==> src/rtl/moving_average_filter.sv <==
`default_nettype none
// ============================================================================
// Module      : moving_average_filter
// Description : Multi-channel boxcar (moving-average) low-pass filter with
//               full-precision running sums, window-fill status, bypass and
//               synchronous clear. One sample per channel per enable strobe.
// Revision    : 1.0 - initial parametrised release
// ============================================================================
module moving_average_filter #(
  parameter int DATA_WIDTH = 24,
  parameter int LOG2_DEPTH = 4,
  parameter int CHANNELS   = 2
) (
  input  logic                           clk,
  input  logic                           reset_n,
  input  logic                           clear,
  input  logic                           enable,
  input  logic                           bypass,
  input  logic [CHANNELS*DATA_WIDTH-1:0] signal,
  output logic [CHANNELS*DATA_WIDTH-1:0] result,
  output logic                           result_valid,
  output logic                           primed
);

  localparam int DEPTH  = 1 << LOG2_DEPTH;
  localparam int ACC_W  = DATA_WIDTH + LOG2_DEPTH;
  // A one-entry window still needs a 1-bit pointer; it simply never moves.
  localparam int PTR_W  = (LOG2_DEPTH > 0) ? LOG2_DEPTH : 1;
  localparam int FILL_W = LOG2_DEPTH + 1;

  localparam logic [PTR_W-1:0]  LAST_PTR = PTR_W'(DEPTH - 1);
  localparam logic [FILL_W-1:0] FULL     = FILL_W'(DEPTH);

  logic [PTR_W-1:0]  r_wr_ptr;
  logic [FILL_W-1:0] r_fill;
  logic [FILL_W-1:0] w_fill_next;
  logic [PTR_W-1:0]  w_ptr_next;

  assign w_fill_next = (r_fill == FULL) ? FULL : (r_fill + FILL_W'(1));
  assign w_ptr_next  = (r_wr_ptr == LAST_PTR) ? '0 : (r_wr_ptr + PTR_W'(1));

  // Shared write pointer, fill counter and status outputs
  always_ff @(posedge clk or negedge reset_n) begin
    if (!reset_n) begin
      r_wr_ptr     <= '0;
      r_fill       <= '0;
      result_valid <= 1'b0;
      primed       <= 1'b0;
    end else if (clear) begin
      r_wr_ptr     <= '0;
      r_fill       <= '0;
      result_valid <= 1'b0;
      primed       <= 1'b0;
    end else if (enable) begin
      r_wr_ptr     <= w_ptr_next;
      r_fill       <= w_fill_next;
      result_valid <= 1'b1;
      // Rises on the edge that accepts the DEPTH-th sample.
      primed       <= (w_fill_next == FULL);
    end else begin
      result_valid <= 1'b0;
    end
  end

  for (genvar c = 0; c < CHANNELS; c++) begin : g_ch
    logic signed [DATA_WIDTH-1:0] r_hist [DEPTH];
    logic signed [ACC_W-1:0]      r_acc;
    logic signed [DATA_WIDTH-1:0] r_result;
    logic signed [DATA_WIDTH-1:0] w_x;
    logic signed [DATA_WIDTH-1:0] w_oldest;
    logic signed [ACC_W-1:0]      w_acc_next;
    logic signed [DATA_WIDTH-1:0] w_avg;

    assign w_x        = signal[c*DATA_WIDTH +: DATA_WIDTH];
    assign w_oldest   = r_hist[r_wr_ptr];
    // Signed size casts sign-extend; the sum of DEPTH samples always fits.
    assign w_acc_next = r_acc + ACC_W'(w_x) - ACC_W'(w_oldest);
    // Arithmetic shift floors toward minus infinity; the quotient fits DATA_WIDTH.
    assign w_avg      = DATA_WIDTH'(w_acc_next >>> LOG2_DEPTH);

    // Per-channel history, running sum and output register
    always_ff @(posedge clk or negedge reset_n) begin
      if (!reset_n) begin
        for (int i = 0; i < DEPTH; i++) r_hist[i] <= '0;
        r_acc    <= '0;
        r_result <= '0;
      end else if (clear) begin
        for (int i = 0; i < DEPTH; i++) r_hist[i] <= '0;
        r_acc    <= '0;
        r_result <= '0;
      end else if (enable) begin
        r_hist[r_wr_ptr] <= w_x;
        r_acc            <= w_acc_next;
        r_result         <= bypass ? w_x : w_avg;
      end
    end

    assign result[c*DATA_WIDTH +: DATA_WIDTH] = r_result;
  end : g_ch

endmodule : moving_average_filter
`default_nettype wire

==> config.mk <==
export PLATFORM = sky130hd
export DESIGN_NAME = moving_average_filter
export DESIGN_NICKNAME = d
export VERILOG_FILES = /design/src/rtl/moving_average_filter.sv
export SDC_FILE = /design/constraint.sdc
export NUM_CORES = 2
export LEC_CHECK = 0
export CORE_MARGIN = 2
export CORE_UTILIZATION = 40
export DETAILED_ROUTE_END_ITERATION = 10
export SLEW_MARGIN = 25
export SYNTH_ARGS = -nofsm -noshare
export SYNTH_HDL_FRONTEND = slang
export SYNTH_SLANG_ARGS = --single-unit
==> constraint.sdc <==
create_clock -name clk -period 8.1 [get_ports clk]
set_input_delay 2.43 -clock clk [delete_from_list [all_inputs] [get_ports clk]]
set_output_delay 2.43 -clock clk [all_outputs]
set_load 0.005 [all_outputs]
==> results summary <==
Summing the areas of all compound-gate instances in the mapped netlist gives 12.4% of the synthesized area. The horizontal die dimension is 342 um. The final critical path takes up 72.8% of the cycle. After technology mapping, the gate count stands at 4,890. The average via count per standard cell is 5.75. Along the worst path, the maximum fanout reaches 18. The floorplan step defined a die boundary enclosing 0.117 sq mm. The total of max-cap violations came out at 0. Dividing total power by cell area gives a power density of 255 mW/mm^2. The initial standard-cell utilization of the core is 40.1%. The total setup buffers inserted after CTS came out at 0. The count of pins over their slew limit was 0. By area, the combinational part of the netlist is dominated by simple AND/OR/NAND/NOR gates. In this run the count of I/O pins placed on the die edge is 103. The multiplexer fraction of the synthesized cell area came out at 12.7%. The hold violation count in the final report is 0. The congestion estimate from routability-driven global placement came to 0.917. The average routed wire per standard cell is 24.2 um.

The shortest period the worst path allows is 5.90 ns. The layout-stage area growth over the synthesis result is 12.5%. The all-layer global routing usage is 26.1%. The synthesized design contains 0 enable-type register cells. Yosys printed 0 warnings.

The distinct cell type count of the synthesized netlist is 68. Among all flip-flop cells after synthesis, the most frequent one is sky130_fd_sc_hd__dfrtp_1. The worst-skew pair later-pin latency is 0.69 ns. The post-route clock skew is 0.0299 ns. STA classifies the critical path startpoint as an input port. The number of global-route vias before repair is 35,700. The worst hold margin came out at 0.500 ns.

In this run, the number of DRC markers left after iteration 0 of detailed routing was 4,203. Adding up every negative setup slack in the final design gives 0 ns. The synthesized area divided by synthesized cell count came out at 9.35 sq um. Counting along the longest clock path gives a buffer depth of 3. The startpoint identified for the worst hold timing path is g_ch[0].r_acc[24]$_DFFE_PN0P_.

The first-pass iteration count of the detailed router came out at 6. The total global routing overflow is 0. TritonCTS built the clock tree. Entering global routing, the biggest net connects 159 pins. The post-detailed-placement half-perimeter wirelength came out at 85,800 um. The initial antenna violation count is 10. In this run, synthesis produced a sequential element count of 883. The ratio of cells with drive above 1 in the final layout came out at 11.4%. The arrival time of data at the critical path endpoint is 6.46 ns.

The post-synthesis net count came out at 5,061. The count of antenna-violating nets left after detailed routing came out at 0. STA puts the critical path data required time at 8.66 ns. The worst hold path belongs to the class reg -> reg. The area fraction in and, or, nand and nor cells after synthesis came out at 15.7%. In the layout the commonest cells are sky130_fd_sc_hd__nand2_1, sky130_fd_sc_hd__dfrtp_1, sky130_fd_sc_hd__a21oi_1, sky130_fd_sc_hd__mux4_2, sky130_fd_sc_hd__inv_1. The post-synthesis sequential area ratio came out at 48.3%. The critical path is of the in -> reg type. For this run, design rule violations remaining after detail routing come to 0. The startpoint of the worst setup timing path is signal[28]. The share of synthesized cell area in full adder, half adder and majority cells is 4.12%. The count of H-tree levels built during CTS is 3. The height of the chip came out at 342 um. The number of buffers created by CTS came out at 95. The total of cells resized after clock tree synthesis came out at 0. The total wire length is 153,000 um. Setup repair after global routing left no endpoint under its margin. Summing every instance area after synthesis gives 0.0457 sq mm. The clock slew seen by the registers of the worst setup and hold paths is 0.06 ns. Leaving out fill and tap cells, the most frequent cell in the layout is sky130_fd_sc_hd__nand2_1.

CTS placed an instance of sky130_fd_sc_hd__clkbuf_16 at the clock tree root. The worst-case headroom to the max-slew limit came out at 21.5%. The slew at the pin with the worst max-slew slack is 1.18 ns. The startpoint identified for the worst register-to-register timing path is r_wr_ptr[0]$_DFFE_PN0P_. The number of clock sinks is 883. The static leakage came out at 21.3 nW. The wire length of the first global-routing pass is 231,000 um. The run finished with clean final reports. Row generation in the floorplan step produced 124 rows. For this run, the top clock speed supported by timing is 169 MHz. The placeable core area came out at 0.114 sq mm. STA classifies the critical path endpoint as a flop. The final setup violation count came out at 0. The port buffer count came out at 102.

Of the total synthesized cell area, the portion taken by XOR and XNOR cells is 1.07%. The number of vias after detailed routing is 36,300. The cts-stage hold buffer count is 0.

The worst IR drop on VDD came out at 0.163 mV. The final net count came out at 4,896. Counting flops with an async set or reset pin after synthesis yields a share of 100%.
[routing by layer]
layer,GRT usage [%],up-vias,wire length (um)
li1,-,16000,-
met1,36.3,18300,62000
met2,40.7,1717,71000
met3,6.04,268,15300
met4,8.06,8,4320
met5,0,-,49
[through the flow]
stage / setup WS [ns] / instances / power (mW) / cell area, sq um / utilization (%)
global route: 1.95 / 6319 / 13.8 / 51400 / 45.2
finish: 2.20 / 6320 / 13.1 / 51400 / 45.2
detailed placement: 1.56 / 6139 / 8.54 / 48100 / 42.2
floorplan: 2.40 / 4890 / 7.47 / 45700 / -
CTS: 2.25 / 6314 / 13.2 / 51400 / 45.1
global placement: 1.59 / 6136 / 8.51 / 48000 / 42.1
[layout make-up]
cell class	instances	area (sq um)
diodes	5	12.5
clock buffers	135	2830
clock inverters	40	494
fillers	10800	62500
inverters	223	837
multi-input cells	3330	21300
flip-flops and latches	883	22100
well taps	1512	1890
repair buffers	192	1920
[kinds of logic (layout without fill, tap and decap cells)]
group,Yosys count,count (layout)
compound gates,1025,1025
flops,883,883
other cells,0,5
xor+xnor,56,56
mux,280,280
fa+ha+maj,118,118
buf+inv,677,590
simple gates,1851,1851
[critical path, cell delays in order]
cell	delay [ns]
sky130_fd_sc_hd__clkdlybuf4s50_1	1.06
sky130_fd_sc_hd__inv_1	0.15
sky130_fd_sc_hd__fa_1	0.57
sky130_fd_sc_hd__inv_1	0.04
sky130_fd_sc_hd__ha_1	0.32
sky130_fd_sc_hd__a21o_1	0.23
sky130_fd_sc_hd__a221oi_2	0.37
sky130_fd_sc_hd__a21oi_2	0.14
sky130_fd_sc_hd__a21oi_4	0.24
sky130_fd_sc_hd__o21ai_2	0.13
sky130_fd_sc_hd__a211oi_1	0.39
sky130_fd_sc_hd__nand2b_1	0.09
sky130_fd_sc_hd__a32o_1	0.26
[Yosys cell counts, types with 13 or more instances]
cell	instances	area share, %
sky130_fd_sc_hd__fa_1	54	2.4
sky130_fd_sc_hd__xnor2_1	37	0.71
sky130_fd_sc_hd__a22o_1	15	0.29
sky130_fd_sc_hd__xor2_1	19	0.36
sky130_fd_sc_hd__a21oi_1	826	9.0
sky130_fd_sc_hd__clkbuf_1	390	3.2
sky130_fd_sc_hd__inv_1	221	1.8
sky130_fd_sc_hd__mux4_2	240	12
sky130_fd_sc_hd__a311oi_1	24	0.46
sky130_fd_sc_hd__dfrtp_1	883	48
sky130_fd_sc_hd__buf_1	48	0.39
sky130_fd_sc_hd__nand3_1	27	0.30
sky130_fd_sc_hd__nor3_1	25	0.27
sky130_fd_sc_hd__nand4_1	13	0.18
sky130_fd_sc_hd__nand2_1	1617	13
sky130_fd_sc_hd__ha_1	64	1.8
sky130_fd_sc_hd__o21ai_0	29	0.32
sky130_fd_sc_hd__nor2_1	119	0.98
sky130_fd_sc_hd__mux2i_1	38	0.83
sky130_fd_sc_hd__a211oi_1	20	0.33
sky130_fd_sc_hd__a21o_1	33	0.54
sky130_fd_sc_hd__buf_2	15	0.16
[power by group]
part | internal (mW) | switching, mW | leakage (nW)
Combinational | 1.47 | 2.25 | 7.40
Sequential | 4.62 | 0.167 | 12.2
Clock | 2.72 | 1.90 | 1.66
[flip-flops by register name (all words and copies together), names as in the netlist]
register,flops
g_ch.r_hist,768
g_ch.r_acc,56
g_ch.r_result,48
r_fill,5
r_wr_ptr,4
primed,1
result_valid,1
[path summary, 6_finish.rpt]
| kind | endpoint | slack, ns | cells after the start |
|---|---|---|---|
| min in group asynchronous | g_ch[0].r_hist[183]$_DFFE_PN0P_ | 1.73 | 1 |
| worst min-delay path | g_ch[0].r_acc[24]$_DFFE_PN0P_ | 0.50 | 2 |
| worst max-delay path | g_ch[1].r_acc[24]$_DFFE_PN0P_ | 2.20 | 13 |
| worst max register to register | g_ch[0].r_acc[27]$_DFFE_PN0P_ | 2.50 | 14 |
| worst min register to register | g_ch[0].r_acc[24]$_DFFE_PN0P_ | 0.50 | 2 |
| max in group asynchronous | r_wr_ptr[1]$_DFFE_PN0P_ | 4.80 | 2 |
Power figures use the tool's default switching activity.
